--- src/rtl/servo_pwm_gen.sv ---
`default_nettype none
// ============================================================================
// Module      : servo_pwm_gen
// Description : Hobby-servo PWM generator. Converts an angle command into one
//               pulse per fixed frame, width linear in angle, with the angle
//               and enable sampled only at frame boundaries and a per-frame
//               slew limit on the applied angle.
// Revision    : 1.0 - initial release
// ============================================================================
module servo_pwm_gen #(
    parameter int TICK_DIV     = 50,
    parameter int PERIOD_US    = 20000,
    parameter int MIN_PULSE_US = 500,
    parameter int US_PER_DEG   = 11,
    parameter int STEP_DEG     = 2
) (
    input  logic       clk,
    input  logic       rst,
    input  logic [7:0] angle,
    input  logic       enable,
    output logic       pwm_out,
    output logic       frame_start,
    output logic [7:0] cur_angle
);

    localparam int          c_DIV_W      = $clog2(TICK_DIV);
    localparam logic [7:0]  c_MAX_ANG    = 8'd180;
    localparam logic [7:0]  c_RST_ANG    = 8'd90;
    localparam logic [7:0]  c_STEP       = 8'(STEP_DEG);
    localparam logic [15:0] c_MIN_PULSE  = 16'(MIN_PULSE_US);
    localparam logic [15:0] c_US_PER_DEG = 16'(US_PER_DEG);
    localparam logic [15:0] c_RST_WIDTH  = 16'(MIN_PULSE_US + 90 * US_PER_DEG);

    logic [c_DIV_W-1:0] r_div_cnt;
    logic [15:0]        r_us_cnt;
    logic [7:0]         r_cur_angle;
    logic [15:0]        r_width;
    logic               r_en_lat;
    logic               r_pwm;
    logic               r_frame_start;

    logic               w_tick;
    logic               w_fb;
    logic [7:0]         w_target;
    logic [7:0]         w_diff;
    logic [7:0]         w_slewed;
    logic [c_DIV_W-1:0] w_div_nxt;
    logic [15:0]        w_us_nxt;
    logic [7:0]         w_ang_nxt;
    logic [15:0]        w_width_nxt;
    logic               w_en_nxt;

    assign w_tick   = (r_div_cnt == c_DIV_W'(TICK_DIV - 1));
    assign w_fb     = w_tick && (r_us_cnt == 16'(PERIOD_US - 1));
    assign w_target = (angle > c_MAX_ANG) ? c_MAX_ANG : angle;

    // Move the applied angle toward the clamped target by at most one step.
    always_comb begin
        w_diff   = 8'd0;
        w_slewed = r_cur_angle;
        if (STEP_DEG == 0) begin
            w_slewed = w_target;
        end else if (w_target > r_cur_angle) begin
            w_diff   = w_target - r_cur_angle;
            w_slewed = r_cur_angle + ((w_diff > c_STEP) ? c_STEP : w_diff);
        end else if (w_target < r_cur_angle) begin
            w_diff   = r_cur_angle - w_target;
            w_slewed = r_cur_angle - ((w_diff > c_STEP) ? c_STEP : w_diff);
        end
    end

    // Next-state of the counters and the per-frame latched values.
    always_comb begin
        w_div_nxt   = w_tick ? '0 : r_div_cnt + 1'b1;
        w_us_nxt    = r_us_cnt;
        w_ang_nxt   = r_cur_angle;
        w_width_nxt = r_width;
        w_en_nxt    = r_en_lat;
        if (w_tick) begin
            w_us_nxt = w_fb ? 16'd0 : r_us_cnt + 16'd1;
        end
        if (w_fb) begin
            w_ang_nxt   = w_slewed;
            w_width_nxt = c_MIN_PULSE + 16'(w_slewed) * c_US_PER_DEG;
            w_en_nxt    = enable;
        end
    end

    // State register; pwm is computed from next-state so it rises together
    // with frame_start on the first clk of the frame.
    always_ff @(posedge clk or posedge rst) begin
        if (rst) begin
            r_div_cnt     <= '0;
            r_us_cnt      <= 16'd0;
            r_cur_angle   <= c_RST_ANG;
            r_width       <= c_RST_WIDTH;
            r_en_lat      <= 1'b0;
            r_pwm         <= 1'b0;
            r_frame_start <= 1'b0;
        end else begin
            r_div_cnt     <= w_div_nxt;
            r_us_cnt      <= w_us_nxt;
            r_cur_angle   <= w_ang_nxt;
            r_width       <= w_width_nxt;
            r_en_lat      <= w_en_nxt;
            r_pwm         <= w_en_nxt && (w_us_nxt < w_width_nxt);
            r_frame_start <= w_fb;
        end
    end

    assign pwm_out     = r_pwm;
    assign frame_start = r_frame_start;
    assign cur_angle   = r_cur_angle;

endmodule
`default_nettype wire

--- config.mk ---
export PLATFORM = sky130hd
export DESIGN_NAME = servo_pwm_gen
export DESIGN_NICKNAME = d
export VERILOG_FILES = /design/src/rtl/servo_pwm_gen.sv
export SDC_FILE = /design/constraint.sdc
export NUM_CORES = 1
export LEC_CHECK = 0
export BUFFER_PORTS_ARGS = -buffer_cell sky130_fd_sc_hd__buf_2
export CAP_MARGIN = 40
export CORE_MARGIN = 5
export CORE_UTILIZATION = 58
export CTS_BUF_LIST = sky130_fd_sc_hd__clkbuf_2 sky130_fd_sc_hd__clkbuf_4 sky130_fd_sc_hd__clkbuf_8
export CTS_CLUSTER_SIZE = 10
export DETAILED_ROUTE_END_ITERATION = 7
export GPL_ROUTABILITY_DRIVEN = 0
export PLACE_DENSITY = 0.88
export SKIP_LAST_GASP = 1
export SLEW_MARGIN = 0
export SYNTH_ARGS = -nofsm -noshare
export SYNTH_HDL_FRONTEND = slang
export SYNTH_SLANG_ARGS = --single-unit
--- constraint.sdc ---
create_clock -name clk -period 8.35 [get_ports clk]
set_input_delay 0.835 -clock clk [delete_from_list [all_inputs] [get_ports clk]]
set_output_delay 0.835 -clock clk [all_outputs]
set_load 0.1 [all_outputs]
-- Yosys cells after proc, flatten, opt, wreduce, memory -nomap -nowiden
Cells that the tools add are included.
- register bits after elaboration: 49
- bits in latches: 0
- memory bits (writable): 0
- bits in read-only memories: 0
- input bits: 11
- output and inout port bits: 10
- word-level logic and storage cells: 35
- memories: 0
- add/sub/neg operators: 7
- multipliers: 1
- divide/modulo/power cells: 0
- order comparisons: 6
- equality and inequality tests: 2
- shifts and indexed selects: 0
- mux-type cells: 10
- bitwise gates (word level): 0
- reductions and logical operators: 2
- operator list (kind ; number):
    $mux 16 ; 3
    $mux 8 ; 5
    $sub 8x8->8 ; 3
    $add 16x1->16 const B ; 1
    $eq 16x15->1 const B ; 1
    $gt 8x2->1 const B ; 2
    $lt 16x16->1 ; 1
    $add 9x12->13 const A ; 1
    $mul 8x4->12 const B ; 1
    $add 8x8->8 ; 1
    $gt 8x8->1 ; 1
    $gt 8x8->1 const B ; 1
    $lt 8x8->1 ; 1
    $add 6x1->6 const B ; 1
    $eq 6x6->1 const B ; 1
    $mux 6 ; 1
    $logic_and 1x1->1 ; 2
    $mux 1 ; 1

-- Depth between registers and ports, before layout
- depth in word-level cells: 13
- gate-level depth with buffers: 45

-- Least setup slack after synthesis
OpenSTA, ideal clock, no wires.
- path kind: input port to flip-flop
- from: input port angle[0]
- to: register r_pwm (netlist: pwm_out)
- setup time: 67 ps
- data arrival time: 8559 ps
- required time: 8283 ps
- path slack: -276 ps
- cell stages on the path: 38
- buffers on the path: 0
- cells stage by stage: o21ai_1 a21oi_1 o21ai_1 nand2_1 ha_1 inv_1 fa_1 and3_4 or3_4 a2111oi_4 o211ai_2 or3_1 ha_1 nand3_1 or2_2 nor2_1 mux2i_1 nor4_1 (+2 left out) inv_1 ha_1 inv_1 o21bai_1 a21oi_1 o21ai_0 a21oi_1 nor3b_1 a21oi_1 ha_1 and3_1 nand4_1 a211o_1 nor2_1 a211oi_1 o211ai_1 a21oi_1 o41a_1
- word-level cells in the longest chain between the ends: 13
- elaborated cells between the ends (all ways): 19
- RTL lines (what ; line ; RTL):
    from (decl) ; 19 ; input logic [7:0] angle,
    $gt 8x8->1 ; 55 ; assign w_target = (angle > c_MAX_ANG) ? c_MAX_ANG : angle;
    $mux 8 * ; 55 ;
    $sub 8x8->8 ; 67 ; w_diff = r_cur_angle - w_target;
    $gt 8x2->1 ; 68 ; w_slewed = r_cur_angle - ((w_diff > c_STEP) ? c_STEP : w_diff);
    $mux 8 ; 68 ;
    $sub 8x8->8 ; 68 ;
    $mux 8 ; 66 ; end else if (w_target < r_cur_angle) begin
    $mux 8 * ; 63 ; end else if (w_target > r_cur_angle) begin
    $mul 8x4->12 * ; 84 ; w_width_nxt = c_MIN_PULSE + 16'(w_slewed) * c_US_PER_DEG;
    $add 9x12->13 * ; 84 ;
    $mux 16 * ; 82 ; if (w_fb) begin
    $lt 16x16->1 * ; 106 ; r_pwm <= w_en_nxt && (w_us_nxt < w_width_nxt);
    $logic_and 1x1->1 * ; 106 ;
    to (signal assigned) ; 106 ;
    to (decl) ; 39 ; logic r_pwm;
Mark *: on every way between the ends. The rest lies on a longest branch, timed or not.
A chain may end at the register's enable or synchronous reset.

-- Worst setup path after layout
Ends and elaborated chain as after synthesis.

==> results.py <==
metrics = {
    "power": {
        "total_power_uw": 892,
        "swShare_pct": 35.7,
        "internal-power_uw": 574,
        "comb_power_share_pct": 50.2,
        "powerDensity_nw_per_um2": 157,
        "p_leak_nw": 2.85,
        "p_seq_share_pct": 26.6,
        "clockPowerShare_pct": 23.1,
        "netSwitchingPower_uw": 319,
        "vdd_drop_max_uv": 127,
    },
    "timing": {
        "setup_violations": 1,
        "clock_skew_ps": 7.85,
        "finalHoldViolations": 0,
        "slew_violations": 0,
        "period_needed_ps": 8370,
        "tightest_slew_ps": 727,
        "setup_ws_ps": -17.8,
        "period_share_pct": 100,
        "whs_ps": 428,
        "max_clock_freq_ghz": 0.120,
        "slew_headroom_pct": 51.5,
    },
    "grt": {
        "grt_max_degree": 41,
        "grt_overflow": 0,
        "grt_pass1_vias": 4359,
        "grt_pass1_wl_mm": 19.3,
        "grt_antenna_before_repair": 0,
        "grt.total_usage_pct": 23.7,
    },
    "critical_path": {
        "worst-path-buf-inv": 7,
        "r2r_cells": 34,
        "worstSetupPathType": "primary input to flip-flop",
        "slowest_stage": "fa_1",
        "endpoint_kind": "flip-flop",
        "r2r_setup_slack_ps": 340,
        "crit_path_max_incr_delay_ps": 490,
        "crit_start": "angle[0]",
        "cpMostUsedCell": "a21oi_2",
        "cp.required_ps": 8600,
        "critical_path_depth": 45,
        "r2r_start": "cur_angle[1]",
        "path_delay_family": "compound AO/OA/AOI/OAI gates",
        "critPathArrivalTime_ps": 8620,
        "worstSetupStartpointType": "primary input",
        "worstPathMaxFanout": 3,
    },
    "logic_synthesis": {
        "synth_edf_count": 0,
        "synth_ff_type": "dfrtp_1",
        "avgSynthCellArea_um2": 8.71,
        "synth_area_um2": 4620,
        "synth-seq-area-share_pct": 26.8,
        "async_reset_ff_share_pct": 100,
        "ys_ff_latch": 49,
        "syn-instance-count": 530,
        "yosys_warnings": 0,
        "synthDistinctLibCells": 58,
    },
    "placement": {
        "dp_cells": 682,
        "portBuffers": 20,
        "dp_hpwl_mm": 8.60,
    },
    "final_layout": {
        "mostFrequentLayoutCell": "inv_1",
        "area_delta_synth_final_pct": 23.2,
        "drive_gt1_share_pct": 27.9,
        "fin_cells": 704,
        "nets": 690,
        "final_util_pct": 73.6,
        "antenna-diode-count": 0,
        "final_cell_mix": "56 x inv_1, 55 x ha_1, 50 x nand2_1",
    },
    "clocking": {
        "insertion_delay_ps": 310,
        "cts.clk_slew.worst_paths_ps": 90,
        "cts_max_path_buffers": 2,
        "cts_root_buffer": "clkbuf_8",
        "cts_tree": "done",
        "cts.sinks": 49,
        "numCtsBuffers": 5,
        "htree_levels": 2,
    },
    "drt": {
        "antenna_left": 0,
        "wirelength_mm": 14.0,
        "post_drt_via_cell_ratio": 6.27,
        "drt_iter0_drc": 301,
        "post-route-drc-count": 0,
        "wire_per_inst_um": 19.9,
        "vias": 4412,
        "dr.pass1.iters": 4,
    },
    "status": {
        "outcome": "finished, violations left",
        "violations": "setup timing",
    },
    "floorplan": {
        "core_area_um2": 7730,
        "core.rowCount": 32,
        "start_util_pct": 59.7,
        "die_w_um": 99.2,
        "die_y_um": 99.2,
        "die-area_um2": 9840,
        "ios": 21,
    },
    "job": {
        "drv_cap": 0,
    },
    "worst_hold_path": {
        "hold_class": "primary input to async pin",
    },
}
final timing paths:
check / end
setup / recovery: pwm_out
hold / removal: r_width[2]
setup reg to reg: pwm_out
hold reg to reg: r_width[15]
max in group asynchronous: r_width[8]
min in group clk: r_width[15]
layer usage:
layer  up-vias  global-route usage [%]  wire, um
li1       1943                       -         -
met1      2166                    28.4      5400
met2       236                    42.7      7130
met3        67                    3.58       839
met4         0                    9.03       631
met5         -                       0         0
worst reg2reg max path, delay by kind of cell (launching register included):
| kind | cells | cell delay, ps |
|---|---|---|
| multiplexers | 2 | 300 |
| flip-flops | 1 | 750 |
| AND/OR/NAND/NOR | 9 | 1830 |
| adder cells (fa/ha/maj) | 6 | 2310 |
| buffers and inverters | 4 | 470 |
| AO/OA/AOI/OAI | 12 | 2050 |
| XOR/XNOR | 1 | 220 |
power by group through the flow:
stage / combinational (mW) / clock, mW / sequential, mW
floorplan: 0.243 / 0 / 0.243
global placement: 0.335 / 0 / 0.242
detailed placement: 0.354 / 0 / 0.242
CTS: 0.365 / 0.206 / 0.238
global route: 0.484 / 0.216 / 0.238
finish: 0.448 / 0.206 / 0.238
cell usage after synthesis, types with 3 or more instances:
cell / n / area, um2
inv_1: 68 / 255
ha_1: 65 / 813
nand2_1: 54 / 203
dfrtp_1: 39 / 976
a21oi_1: 30 / 150
nor2_1: 30 / 113
xnor2_1: 27 / 236
o21ai_0: 20 / 100
a21o_1: 19 / 143
fa_1: 13 / 260
o21ai_1: 12 / 60.1
nand3_1: 11 / 55.1
xor2_1: 11 / 96.3
dfstp_2: 10 / 263
nand4_1: 10 / 62.6
clkbuf_1: 9 / 33.8
mux2i_1: 9 / 90.1
o21bai_1: 8 / 60.1
nand2b_1: 7 / 43.8
nor3_1: 6 / 30.0
and3_1: 5 / 31.3
a211oi_1: 4 / 30.0
a31oi_1: 4 / 25.0
nor2b_1: 4 / 25.0
o31ai_1: 4 / 30.0
or3_1: 4 / 25.0
nor3b_1: 3 / 22.5
nor4_1: 3 / 18.8
nor4b_1: 3 / 26.3
flip-flops by register name, summed over array words and instances (netlist names):
signal	count
r_width	16
cur_angle	8
pwm_out	1
frame_start	1
r_us_cnt	16
r_en_lat	1
r_div_cnt	6
cell type report:
| cell class | instances | area, um2 |
|---|---|---|
| Multi-Input combinational cell | 407 | 3410 |
| Fill cell | 436 | 2040 |
| Sequential cell | 49 | 1240 |
| Timing Repair Buffer | 69 | 519 |
| Inverter | 69 | 259 |
| Tap cell | 102 | 128 |
| Clock buffer | 5 | 68.8 |
| Clock inverter | 3 | 68.8 |
what timing repair did:
action                                 CTS  global route
endpoints found under the hold margin    0             0
pin swaps                                7            57
resized for setup                       12            72
setup endpoints to repair                1             1
buffers inserted                         6             9
hold buffers                             0             0
kinds of logic (layout without fill, tap and decap cells):
group / after synthesis / count (layout) / synth area share, %
buffers and inverters: 82 / 146 / 6.94
xor gates and xnor gates: 38 / 38 / 7.21
other: 2 / 10 / 0.163
and+or+nand+nor: 150 / 150 / 15.9
AOI/OAI and AO/OA: 119 / 119 / 17.0
muxes: 12 / 12 / 2.68
adders and majority gates: 78 / 78 / 23.3
DFF: 49 / 49 / 26.8
stage by stage:
step / TNS (ps) / cell area (um2) / setup WS [ps]
after floorplan: 0 / 4650 / 18.0
after global placement: 0 / 5060 / 54.2
after detailed placement: -467 / 5100 / -467
after CTS: 0 / 5330 / 6.03
after global routing: -292 / 5690 / -292
final: -17.8 / 5690 / -17.8
(Power assumes the default switching activity.)
